File: config.mk
export PLATFORM = sky130hd
export DESIGN_NAME = axi_rom_rd_ctrl
export DESIGN_NICKNAME = d
export VERILOG_FILES = /design/src/rtl/axi_rom_rd_ctrl.sv
export SDC_FILE = /design/constraint.sdc
export NUM_CORES = 1
export LEC_CHECK = 0
export ABC_AREA = 1
export CORE_MARGIN = 8
export CORE_UTILIZATION = 54
export CTS_BUF_LIST = sky130_fd_sc_hd__clkbuf_8
export CTS_CLUSTER_SIZE = 12
export DETAILED_ROUTE_END_ITERATION = 8
export PLACE_DENSITY = 0.83
export REMOVE_ABC_BUFFERS = 1
export SETUP_SLACK_MARGIN = 0.1
export SYNTH_ARGS = -nofsm -noshare
export SYNTH_HDL_FRONTEND = slang
export SYNTH_SLANG_ARGS = --single-unit
File: constraint.sdc
create_clock -name clk -period 8.7 [get_ports clk]
set_clock_uncertainty 0.1 [all_clocks]
set_input_delay 1.74 -clock clk [delete_from_list [all_inputs] [get_ports clk]]
set_output_delay 1.74 -clock clk [all_outputs]
set_load 0.02 [all_outputs]
File: src/rtl/axi_rom_rd_ctrl.sv
// AXI4 read-only slave front-end for a 1-cycle-latency synchronous ROM.
// Ports: AR/R AXI4 read channels; rom_addr/rom_rd_en/rom_rdata ROM side.
module axi_rom_rd_ctrl #(
    parameter int ADDR_WD = 32,
    parameter int DATA_WD = 128,
    parameter int ID_WD   = 4
) (
    input  logic               clk,
    input  logic               rst,
    input  logic               arvalid,
    output logic               arready,
    input  logic [ID_WD-1:0]   arid,
    input  logic [ADDR_WD-1:0] araddr,
    input  logic [7:0]         arlen,
    input  logic [2:0]         arsize,
    input  logic [1:0]         arburst,
    output logic               rvalid,
    input  logic               rready,
    output logic [ID_WD-1:0]   rid,
    output logic [DATA_WD-1:0] rdata,
    output logic [1:0]         rresp,
    output logic               rlast,
    output logic [ADDR_WD-1:0] rom_addr,
    output logic               rom_rd_en,
    input  logic [DATA_WD-1:0] rom_rdata
);

    localparam int WSH = $clog2(DATA_WD / 8);

    typedef enum logic {IDLE, BURST} state_t;

    state_t             state_q, state_d;
    logic [ID_WD-1:0]   id_q, id_d;
    logic [ADDR_WD-1:0] addr_q, addr_d;
    logic [7:0]         len_q, len_d;
    logic [2:0]         size_q, size_d;
    logic [1:0]         burst_q, burst_d;
    logic [7:0]         cnt_q, cnt_d;
    logic [ADDR_WD-1:0] rom_addr_q, rom_addr_d;

    // Tag of the read currently inside the ROM pipeline register.
    logic               infl_q, infl_d;
    logic [ID_WD-1:0]   infl_id_q, infl_id_d;
    logic               infl_last_q, infl_last_d;

    // 2-entry response FIFO.
    logic [DATA_WD-1:0] fd_q [2];
    logic [DATA_WD-1:0] fd_d [2];
    logic [ID_WD-1:0]   fid_q [2];
    logic [ID_WD-1:0]   fid_d [2];
    logic [1:0]         flast_q, flast_d;
    logic               wp_q, wp_d;
    logic               rp_q, rp_d;
    logic [1:0]         fcnt_q, fcnt_d;

    logic               pop;
    logic               issue;
    logic               last_beat;
    logic [2:0]         credit;
    logic [ADDR_WD-1:0] step;
    logic [ADDR_WD-1:0] wmask;
    logic [ADDR_WD-1:0] next_addr;
    logic               wrap_ok;

    assign rvalid = (fcnt_q != 2'd0);
    assign rdata  = fd_q[rp_q];
    assign rid    = rvalid ? fid_q[rp_q] : '0;
    assign rlast  = rvalid & flast_q[rp_q];
    assign rresp  = 2'b00;

    always_comb begin
        step      = ADDR_WD'(1) << size_q;
        wmask     = ((ADDR_WD'(len_q) + ADDR_WD'(1)) << size_q) - ADDR_WD'(1);
        wrap_ok   = len_q inside {8'd1, 8'd3, 8'd7, 8'd15};
        next_addr = (addr_q & ~(step - ADDR_WD'(1))) + step;
        unique case (burst_q)
            2'd0:    next_addr = addr_q;
            2'd2:    if (wrap_ok)
                         next_addr = (addr_q & ~wmask) | ((addr_q + step) & wmask);
            default: ;
        endcase
    end

    always_comb begin
        state_d     = state_q;
        id_d        = id_q;
        addr_d      = addr_q;
        len_d       = len_q;
        size_d      = size_q;
        burst_d     = burst_q;
        cnt_d       = cnt_q;
        infl_d      = 1'b0;
        infl_id_d   = infl_id_q;
        infl_last_d = infl_last_q;
        fd_d        = fd_q;
        fid_d       = fid_q;
        flast_d     = flast_q;
        wp_d        = wp_q;
        rp_d        = rp_q;
        arready     = 1'b0;
        rom_rd_en   = 1'b0;

        pop       = rvalid & rready;
        last_beat = (cnt_q == len_q);
        // Credit counts buffered beats plus the read still in the ROM.
        credit    = 3'(fcnt_q) + 3'(infl_q) - 3'(pop);
        issue     = (state_q == BURST) && (credit < 3'd2);

        unique case (state_q)
            IDLE: begin
                arready = 1'b1;
                if (arvalid) begin
                    id_d    = arid;
                    addr_d  = araddr;
                    len_d   = arlen;
                    size_d  = arsize;
                    burst_d = arburst;
                    cnt_d   = 8'd0;
                    state_d = BURST;
                end
            end
            BURST: begin
                if (issue) begin
                    rom_rd_en   = 1'b1;
                    infl_d      = 1'b1;
                    infl_id_d   = id_q;
                    infl_last_d = last_beat;
                    cnt_d       = cnt_q + 8'd1;
                    addr_d      = next_addr;
                    if (last_beat)
                        state_d = IDLE;
                end
            end
            default: state_d = IDLE;
        endcase

        rom_addr   = rom_rd_en ? (addr_q >> WSH) : rom_addr_q;
        rom_addr_d = rom_addr;

        if (infl_q) begin
            fd_d[wp_q]    = rom_rdata;
            fid_d[wp_q]   = infl_id_q;
            flast_d[wp_q] = infl_last_q;
            wp_d          = ~wp_q;
        end
        if (pop)
            rp_d = ~rp_q;
        fcnt_d = fcnt_q + 2'(infl_q) - 2'(pop);
    end

    always_ff @(posedge clk) begin
        if (rst) begin
            state_q     <= IDLE;
            id_q        <= '0;
            addr_q      <= '0;
            len_q       <= '0;
            size_q      <= '0;
            burst_q     <= '0;
            cnt_q       <= '0;
            rom_addr_q  <= '0;
            infl_q      <= 1'b0;
            infl_id_q   <= '0;
            infl_last_q <= 1'b0;
            flast_q     <= '0;
            wp_q        <= 1'b0;
            rp_q        <= 1'b0;
            fcnt_q      <= '0;
        end else begin
            state_q     <= state_d;
            id_q        <= id_d;
            addr_q      <= addr_d;
            len_q       <= len_d;
            size_q      <= size_d;
            burst_q     <= burst_d;
            cnt_q       <= cnt_d;
            rom_addr_q  <= rom_addr_d;
            infl_q      <= infl_d;
            infl_id_q   <= infl_id_d;
            infl_last_q <= infl_last_d;
            flast_q     <= flast_d;
            wp_q        <= wp_d;
            rp_q        <= rp_d;
            fcnt_q      <= fcnt_d;
        end
    end

    // Payload storage needs no reset; rvalid qualifies it.
    always_ff @(posedge clk) begin
        fd_q  <= fd_d;
        fid_q <= fid_d;
    end

endmodule
==> metrics.cfg <==
[final_layout]
fin_nets = 2571
finalNonFillerCells = 2869
final_cell_mix = nand2_1, clkdlybuf4s50_1, edfxtp_1
layout_commonest_cell = nand2_1
drive_above_1_share_pct = 8.52
area_growth_pct = 27.3

[critical_path]
cpPeakStageDelay_ns = 0.67
path_max_fanout = 50
crit_type = in -> out
critPathLaunchType = primary input
cp.arrival_ns = 5.50
crit_chain = clkdlybuf4s50_1 -> nand2_1 -> inv_1 -> ha_1 -> inv_1 -> ha_1 -> inv_1 -> fa_1 -> nand4_1 -> inv_2 -> buf_12 -> or2_2 -> inv_1 -> a21oi_1 -> clkdlybuf4s50_1
cpMaxStageDelayCell = clkdlybuf4s50_1
cp_common_cell = inv_1
required_ns = 6.86
endpoint_kind = output port

[synthesis]
yosys_most_used_dff = edfxtp_1
yosysTopAreaCell = edfxtp_1
synth_warnings = 0
synthAdderAreaFrac_pct = 1.56
syn_area_per_cell_um2 = 8.81
muxShareOfSynthArea_pct = 0
synthTopCellsByArea = edfxtp_1, nand2_1, dfxtp_1
synthArstFlopShare_pct = 0
ys_ff_latch = 366
synthSimpleGateAreaFrac_pct = 26.6
synth_compound_area_share_pct = 8.40
ys_types = 54
seq_area_frac_synth_pct = 55.8
syn_inst = 2027
netlist.area_leader.share_pct = 44.4
synth_top_family_by_area = simple AND/OR/NAND/NOR gates
synth-edff-count = 264
synth_xor_xnor_area_share_pct = 1.81
synth_area_um2 = 17900

[placed_design]
gp_congestion = 0.954
place_ws_ns = 1.36
dp_hpwl_mm = 40.4
dpl.cell_count = 2752
port_buffers = 348

[floorplan]
die_x_um = 198
die-area_um2 = 39100
start_util_pct = 54.9
design.core.area_um2 = 32500
fp.dieH_um = 198
ios = 351
num_rows = 66

[timing]
period_share_pct = 84.4
fin_ws_ns = 1.36
fin_crit_ns = 7.34
final_hold_viol_count = 0
slew_headroom_pct = 27.3
rsz0062_at_grt = no
final.hold.worst_slack_ns = 0.348
worstMarginPinSlew_ns = 1.09
tns_ns = 0
finalMaxSlewViolations = 0
setup_viol = 0
fmax_mhz = 136

[grt]
track_usage_pct = 27.6
grt_overflow = 0
grt_pass1_wl_mm = 84.8
antenna_found_initial = 7
grt_start_max_net_pins = 94
grt_pass1_vias = 15100

[route]
vias = 15700
wl_mm = 56.4
ant_nets = 0
first_pass_iters = 6
drt-initial-drc-count = 1178
wl_met2_mm = 28.5
post_drt_wl_per_cell_um = 19.7
dr.max_layer_used = met4
vias_per_cell = 5.46
wl_met3_mm = 4.93
drt-met1-wl_mm = 21.0
drc = 0

[power]
p_int_mw = 3.67
total_power_mw = 5.89
p_leak_nw = 9.23
p_switching_mw = 2.21
combPwrFrac_pct = 39.8
clkPwrFrac_pct = 22.8
sw_frac_of_total_pct = 37.6
power.share.sequential_pct = 37.5
p_per_area_nw_per_um2 = 259
ir_worst_vdd_uv = 162

[clock_network]
cts-buffers-inserted = 57
clk_latency_ns = 0.59
clock_path_buffers = 3
cts_resized = 0
cts.clk_slew.worst_paths_ns = 0.06
cts_max_level = 2
clockRootBuffer = clkbuf_8
cts_tree = built
cts_hold_buf = 0
postCtsSetupBuffers = 0
cts.sinks = 366

[run]
max-cap-violations = 0

[worst_hold_path]
hp-class = reg -> reg

[run_status]
status = finished, final reports clean

-- worst max-delay path: cells and delay by family --
kind	cells	cell delay (ns)
buffers and inverters	8	2.21
adder cells (fa/ha/maj)	3	0.95
AO/OA/AOI/OAI	1	0.15
AND/OR/NAND/NOR	3	0.42
-- state kept, by name (all words and copies together) (netlist names), named ones only --
| register | count |
|---|---|
| burst_q | 2 |
| cnt_q | 8 |
| fcnt_q | 2 |
| fd_q | 256 |
| fid_q | 8 |
| flast_q | 2 |
| id_q | 4 |
| infl_id_q | 4 |
| infl_last_q | 1 |
| infl_q | 1 |
| len_q | 8 |
| rom_addr_q | 32 |
| rp_q | 1 |
| size_q | 3 |
| state_q | 1 |
| wp_q | 1 |
-- logic make-up (layout without fill, tap and decap cells) --
logic type,after synthesis,count (layout)
xor+xnor,37,37
compound gates,264,264
fa+ha+maj,21,21
other cells,1,11
simple gates,1085,1085
buf+inv,253,643
flops,366,366
-- Yosys cell counts, drive strengths merged, types with 2 or more instances --
| library cell | number |
|---|---|
| nand2 | 722 |
| edfxtp | 264 |
| inv | 170 |
| nand3 | 134 |
| nor2 | 134 |
| a21oi | 120 |
| dfxtp | 102 |
| o21ai | 91 |
| clkbuf | 58 |
| a211oi | 33 |
| nor3 | 32 |
| xor2 | 32 |
| or2 | 30 |
| buf | 21 |
| nand4 | 20 |
| ha | 19 |
| a31oi | 6 |
| xnor2 | 5 |
| and3 | 4 |
| clkinv | 4 |
| nor3b | 4 |
| nor4 | 4 |
| o21a | 3 |
| o21bai | 3 |
| fa | 2 |
| o211ai | 2 |
-- metal layers --
layer / vias to the layer above / GRT usage [%]
met5: - / 0
met4: 0 / 10.6
met1: 7390 / 32.7
li1: 7454 / -
met3: 131 / 5.45
met2: 698 / 49.0
-- layout make-up --
type,count,area (µm²)
inverter,174,667
clock inverter,49,251
clock buffer,59,812
sequential,366,9970
tap,442,553
fill,2494,9800
antenna,9,22.5
multi-input combinational,1409,6860
timing repair buffer,361,3590
-- metrics by stage --
| stage | util [%] | cell area (µm²) |
|---|---|---|
| 2_1_floorplan | - | 17500 |
| 3_3_place_gp | 66.5 | 21600 |
| 3_5_place_dp | 66.5 | 21600 |
| 4_1_cts | 69.8 | 22700 |
| 5_1_grt | 69.9 | 22700 |
| 6_report | 69.9 | 22700 |
-- power groups by stage --
stage          logic (mW)  clock network, mW  registers, mW
6_report             2.34               1.34           2.21
3_3_place_gp         2.28                  0           2.23
2_1_floorplan        1.27                  0           2.25
4_1_cts              2.35               1.37           2.20
5_1_grt              2.52               1.44           2.23
3_5_place_dp         2.33                  0           2.24
-- worst paths after layout --
check / from / end / slack (ns) / cells after the start
worst max-delay path: rready / rom_addr[7] / 1.36 / 15
worst min-delay path: rom_addr_q[31] / rom_addr_q[31] / 0.35 / 2
worst max register to register: size_q[0] / flip-flop / 4.21 / 19
worst min register to register: rom_addr_q[31] / rom_addr_q[31] / 0.35 / 2
(Power assumes the default switching activity.)
